$ cat src/rtl/pipe_trace_buf.sv
// Pipeline trace buffer: records {pc, stage instruction} per enabled cycle.
// Wrap, stop-on-full and PC-trigger capture modes with an indexed read port.
module pipe_trace_buf #(
    parameter int DEPTH  = 16,
    parameter int AW     = 4,
    parameter int NSTAGE = 5,
    parameter int POST   = 4
) (
    input  logic                   clk,
    input  logic                   rst,
    input  logic                   cap_en,
    input  logic [1:0]             mode,
    input  logic                   clr,
    input  logic [31:0]            pc,
    input  logic [NSTAGE*32-1:0]   stage_instr,
    input  logic [2:0]             stage_sel,
    input  logic [31:0]            trig_pc,
    input  logic                   rd_req,
    input  logic [AW-1:0]          rd_idx,
    output logic                   rd_vld,
    output logic [31:0]            rd_pc,
    output logic [31:0]            rd_instr,
    output logic [AW:0]            count,
    output logic                   full,
    output logic                   wrapped,
    output logic                   triggered,
    output logic                   done
);

    localparam int PW = (POST < 2) ? 1 : $clog2(POST + 1);
    localparam logic [AW:0] CMAX = (AW+1)'(DEPTH);
    localparam logic [PW-1:0] PLOAD = PW'(POST);

    logic [31:0]   mem_pc  [DEPTH];
    logic [31:0]   mem_ins [DEPTH];
    logic [AW-1:0] wr_ptr;
    logic [PW-1:0] post_cnt;
    logic [31:0]   sel_instr;
    logic [AW-1:0] rd_addr;
    logic          rd_hit;
    logic          is_stop;
    logic          is_trig;
    logic          wr_en;

    assign is_stop = (mode == 2'b01);
    assign is_trig = (mode == 2'b10);
    assign full    = (count == CMAX);
    // In stop mode a full buffer is never overwritten, even if done is clear.
    assign wr_en   = cap_en & ~done & ~clr & ~(is_stop & full);
    assign rd_addr = wr_ptr - count[AW-1:0] + rd_idx;
    assign rd_hit  = ({1'b0, rd_idx} < count);

    // Select the observed stage; out-of-range selects give zero.
    always_comb begin
        sel_instr = '0;
        for (int k = 0; k < NSTAGE; k++) begin
            if (stage_sel == 3'(k)) sel_instr = stage_instr[32*k +: 32];
        end
    end

    // Trace storage; contents survive reset and clear.
    always_ff @(posedge clk) begin
        if (wr_en) begin
            mem_pc[wr_ptr]  <= pc;
            mem_ins[wr_ptr] <= sel_instr;
        end
    end

    // Pointer, occupancy, trigger and status flag state.
    always_ff @(posedge clk or negedge rst) begin
        if (!rst) begin
            wr_ptr    <= '0;
            count     <= '0;
            post_cnt  <= '0;
            wrapped   <= 1'b0;
            triggered <= 1'b0;
            done      <= 1'b0;
        end else if (clr) begin
            wr_ptr    <= '0;
            count     <= '0;
            post_cnt  <= '0;
            wrapped   <= 1'b0;
            triggered <= 1'b0;
            done      <= 1'b0;
        end else if (wr_en) begin
            wr_ptr <= wr_ptr + 1'b1;
            if (full) wrapped <= 1'b1;
            else      count   <= count + 1'b1;
            if (is_stop && count == CMAX - 1'b1) done <= 1'b1;
            if (is_trig) begin
                if (!triggered && pc == trig_pc) begin
                    triggered <= 1'b1;
                    post_cnt  <= PLOAD;
                    if (POST == 0) done <= 1'b1;
                end else if (triggered && post_cnt != '0) begin
                    post_cnt <= post_cnt - 1'b1;
                    if (post_cnt == PW'(1)) done <= 1'b1;
                end
            end
        end
    end

    // Registered read port: one result per request, pre-write pointer view.
    always_ff @(posedge clk or negedge rst) begin
        if (!rst) begin
            rd_vld   <= 1'b0;
            rd_pc    <= '0;
            rd_instr <= '0;
        end else if (clr) begin
            rd_vld <= 1'b0;
        end else begin
            rd_vld <= rd_req;
            if (rd_req) begin
                rd_pc    <= rd_hit ? mem_pc[rd_addr]  : 32'h0;
                rd_instr <= rd_hit ? mem_ins[rd_addr] : 32'h0;
            end
        end
    end

endmodule
$ cat config.mk
export PLATFORM = sky130hd
export DESIGN_NAME = pipe_trace_buf
export DESIGN_NICKNAME = d
export VERILOG_FILES = /design/src/rtl/pipe_trace_buf.sv
export SDC_FILE = /design/constraint.sdc
export NUM_CORES = 1
export LEC_CHECK = 0
export ABC_AREA = 1
export ABC_CLOCK_PERIOD_IN_PS = 5300
export CORE_ASPECT_RATIO = 1.4
export CORE_MARGIN = 1.5
export CORE_UTILIZATION = 52
export CTS_CLUSTER_DIAMETER = 40
export DETAILED_ROUTE_END_ITERATION = 7
export PLACE_DENSITY = 0.72
export SYNTH_ARGS = -nofsm -noshare
export SYNTH_HDL_FRONTEND = slang
export SYNTH_SLANG_ARGS = --single-unit
export TNS_END_PERCENT = 20
$ cat constraint.sdc
create_clock -name clk -period 5.3 [get_ports clk]
set_input_delay 1.06 -clock clk [delete_from_list [all_inputs] [get_ports clk]]
set_output_delay 1.06 -clock clk [all_outputs]
set_load 0.01 [all_outputs]
==> results by group <==
Status
  • Run status: complete, no violations

STA
  • Max_slew headroom: 0.381
  • Final Max Tran Viols: 0
  • Period utilization: 0.742
  • Slew @ Worst Pin: 0.926 ns
  • Worst Skew: 0.0396 ns
  • Setup_tns: 0 ns
  • Fmax: 254 MHz
  • Final hold violation count: 0
  • Setup ws final: 1.37 ns
  • Final setup violation count: 0
  • RSZ-0062 raised after global routing: no
  • Crit path time final: 3.93 ns

Synthesis
  • Top FF cell, synth: edfxtp_1
  • Syn Area/Cell: 11.9 um2
  • Syn_nets: 4071
  • Async SR Flop Fraction: 0.0725
  • Post-Synthesis Cells: 3813
  • Synth cell types: 36
  • Synth top area share: 0.679
  • EDFF count, synth: 1024
  • Area of the mapped netlist: 45300 um2
  • Synth area leader: edfxtp_1
  • Yosys warning count: 0
  • Post-synthesis sequential area ratio: 0.723
  • Seq cells post-synth: 1104
  • Most area-consuming cells after synthesis: edfxtp_1 68%, nand2_1 8.4%, nand3_1 4.5%, dfrtp_1 4.4%, a21oi_1 4.3%

Clocking
  • Clk slew on worst S/H paths: 0.06 ns
  • Clk sinks: 1104
  • Post_cts resized: 0
  • Clk Tree Root Cell: clkbuf_16
  • Setup bufs post-CTS: 0
  • CTS max path bufs: 3
  • Skew-Pair Late Insertion Delay: 0.71 ns
  • H-Tree Depth: 3
  • CTS Hold Bufs: 0
  • TritonCTS Buffers: 108
  • TritonCTS clock tree: built

Detailed routing
  • Drt wl/cell: 24.1 um
  • Drt first pass iters: 6
  • Via/cell ratio: 5.97
  • Final ANT Viol Nets: 0
  • Total vias in the final route: 32.0k
  • Post-Route WL: 129000 um
  • Initial DRC Count: 3570
  • Drt drc: 0

Placed design
  • DP Area: 50400 um2
  • Routability cong.: 0.827
  • Dpl ws: 0.715 ns
  • PortBufs: 311
  • Post-DP HPWL: 72200 um

Power
  • Leak Pwr: 19.5 nW
  • Switching part of the total power: 0.360
  • Power density over cell area: 517 nW/um2
  • Part of the power in the clock network: 0.285
  • Maximum VDD drop: 0.682 mV
  • Comb power frac: 0.345
  • Pint: 17.9 mW
  • Reg power frac: 0.370
  • P_sw: 10.1 mW

Global routing
  • First-pass GRT wire length: 192000 um
  • Remaining global-route overflow: 0
  • Initial antenna violation count: 2
  • All-Layer GR Usage: 0.289
  • Largest net degree at the start of global routing: 142
  • Vias in the first global route: 31.6k

Layout
  • Final Cell Area: 54200 um2
  • P&R area growth vs syn: 19.7%
  • Multi-input gate area: 11300 um2
  • Reg area: 32800 um2
  • Final nets: 4363
  • Fill cells: 6343
  • Layout cell share with drive strength beyond 1: 0.0769
  • Most frequent cells in the layout: 1024 x edfxtp_1, 1014 x nand2_1, 409 x nand3_1
  • Most common cell after layout, fill and taps aside: edfxtp_1

Floorplanning
  • Die Wd: 252 um
  • Starting density of the core: 0.527
  • Std cell rows: 127
  • Die span in y: 352 um
  • Top Ports: 312
  • CORE AREA: 86000 um2
  • Die ar.: 88900 um2

Setup path
  • Worst Path Max Fanout: 61
  • Setup CP Type: in -> reg
  • Setup crit end kind: flop
  • Setup crit start kind: input pin
  • Worst endpoint required time: 5.93 ns
  • Worst path cell trace: clkdlybuf4s50_1 > inv_1 > fa_1 > inv_1 > fa_4 > inv_8 > buf_12 > a21oi_1 > a22oi_1 > nor2_1 > o21ai_1 > nand3_1 > nand2_1
  • Worst Path Arrival: 4.57 ns
  • Most used cell, CP: inv_1
  • Critical path's largest stage delay: 0.79 ns
  • Slowest CP cell: fa_4

Worst hold path
  • HP Class: in -> async

Flow run
  • Max Cap Viol: 0
[logic make-up (layout without fill, tap and decap cells)]
logic type      after synthesis  after routing  synth area share
compound gates              720            720            0.0899
flops                      1104           1104             0.723
fa+ha+maj                    20             20           0.00602
other cells                   0              2                 0
simple gates               1625           1625             0.146
buf+inv                     330            717            0.0321
xor+xnor                     14             14           0.00271
[per-stage QoR]
step	total power, mW	std cells	hold slack (ns)	utilization
global placement	19.9	5156	0.466	0.587
floorplan	16.3	3813	0.476	-
detailed placement	20.0	5156	0.466	0.587
finish	28.0	5363	0.385	0.631
global route	29.3	5362	0.392	0.631
CTS	28.0	5361	0.368	0.631
[state kept, by name, indices dropped and copies added, names as in the netlist, 3 cells and up]
signal	flops
mem_pc	512
rd_pc	32
wr_ptr	4
rd_instr	32
post_cnt	3
count	5
mem_ins	512
[power by group through the flow]
stage	combinational [mW]	sequential [mW]	clock, mW
after floorplan	5.86	10.5	0
after global placement	9.30	10.6	0
after detailed placement	9.49	10.6	0
after CTS	9.56	10.4	8.04
after global routing	10.5	10.4	8.38
final	9.66	10.4	8.00
[layer usage]
layer | global-route usage | share of wire | vias up
met5 | 0 | 0 | -
met4 | 0.125 | 0.040 | 0
met3 | 0.0384 | 0.085 | 304
met2 | 0.495 | 0.51 | 1782
met1 | 0.367 | 0.37 | 15700
li1 | - | - | 14300
[worst paths after layout]
check	startpoint	to	slack, ns	depth (start not counted)
setup / recovery	rd_idx[1]	rd_pc[26]$_DFFE_PN0P_	1.37	13
hold / removal	rst	rd_instr[19]$_DFFE_PN0P_	0.38	1
setup reg to reg	wr_ptr[1]$_DFFE_PN0P_	rd_pc[26]$_DFFE_PN0P_	1.79	12
hold reg to reg	rd_pc[1]$_DFFE_PN0P_	rd_pc[1]$_DFFE_PN0P_	0.48	2
max in group asynchronous	rst	rd_pc[15]$_DFFE_PN0P_	3.73	2
min in group clk	rd_pc[1]$_DFFE_PN0P_	rd_pc[1]$_DFFE_PN0P_	0.48	2
[synthesized netlist by cell type (2+ instances only)]
master    count
clkbuf_1     72
inv_2         2
a21oi_1     392
nand3_1     409
or2_2         2
dfrtp_1      80
a22oi_1     124
o21ai_1      38
ha_1         17
a221o_1      10
a221oi_1     16
buf_1        11
edfxtp_1   1024
fa_1          3
buf_4         4
buf_2       159
nand2_1    1015
o221ai_1      2
a31oi_1      17
o21a_1        2
nand4_1       4
o21ai_0     113
nor2_1      192
xnor2_1       6
inv_1        81
xor2_1        8
[critical path: cells and delay by family]
family                   cells  cell delay (ns)
AND/OR/NAND/NOR              3             0.22
AO/OA/AOI/OAI                3             0.51
buffers and inverters        5             1.36
adder cells (fa/ha/maj)      2             1.33
[layout make-up]
type,count,share of cell area
antenna,2,0.0000923
clock buffer,146,0.0551
clock inverter,59,0.0143
inverter,83,0.00614
multi-input combinational,2379,0.208
sequential,1104,0.604
tap,1161,0.0268
timing repair buffer,429,0.0850
(Power assumes the default switching activity.)
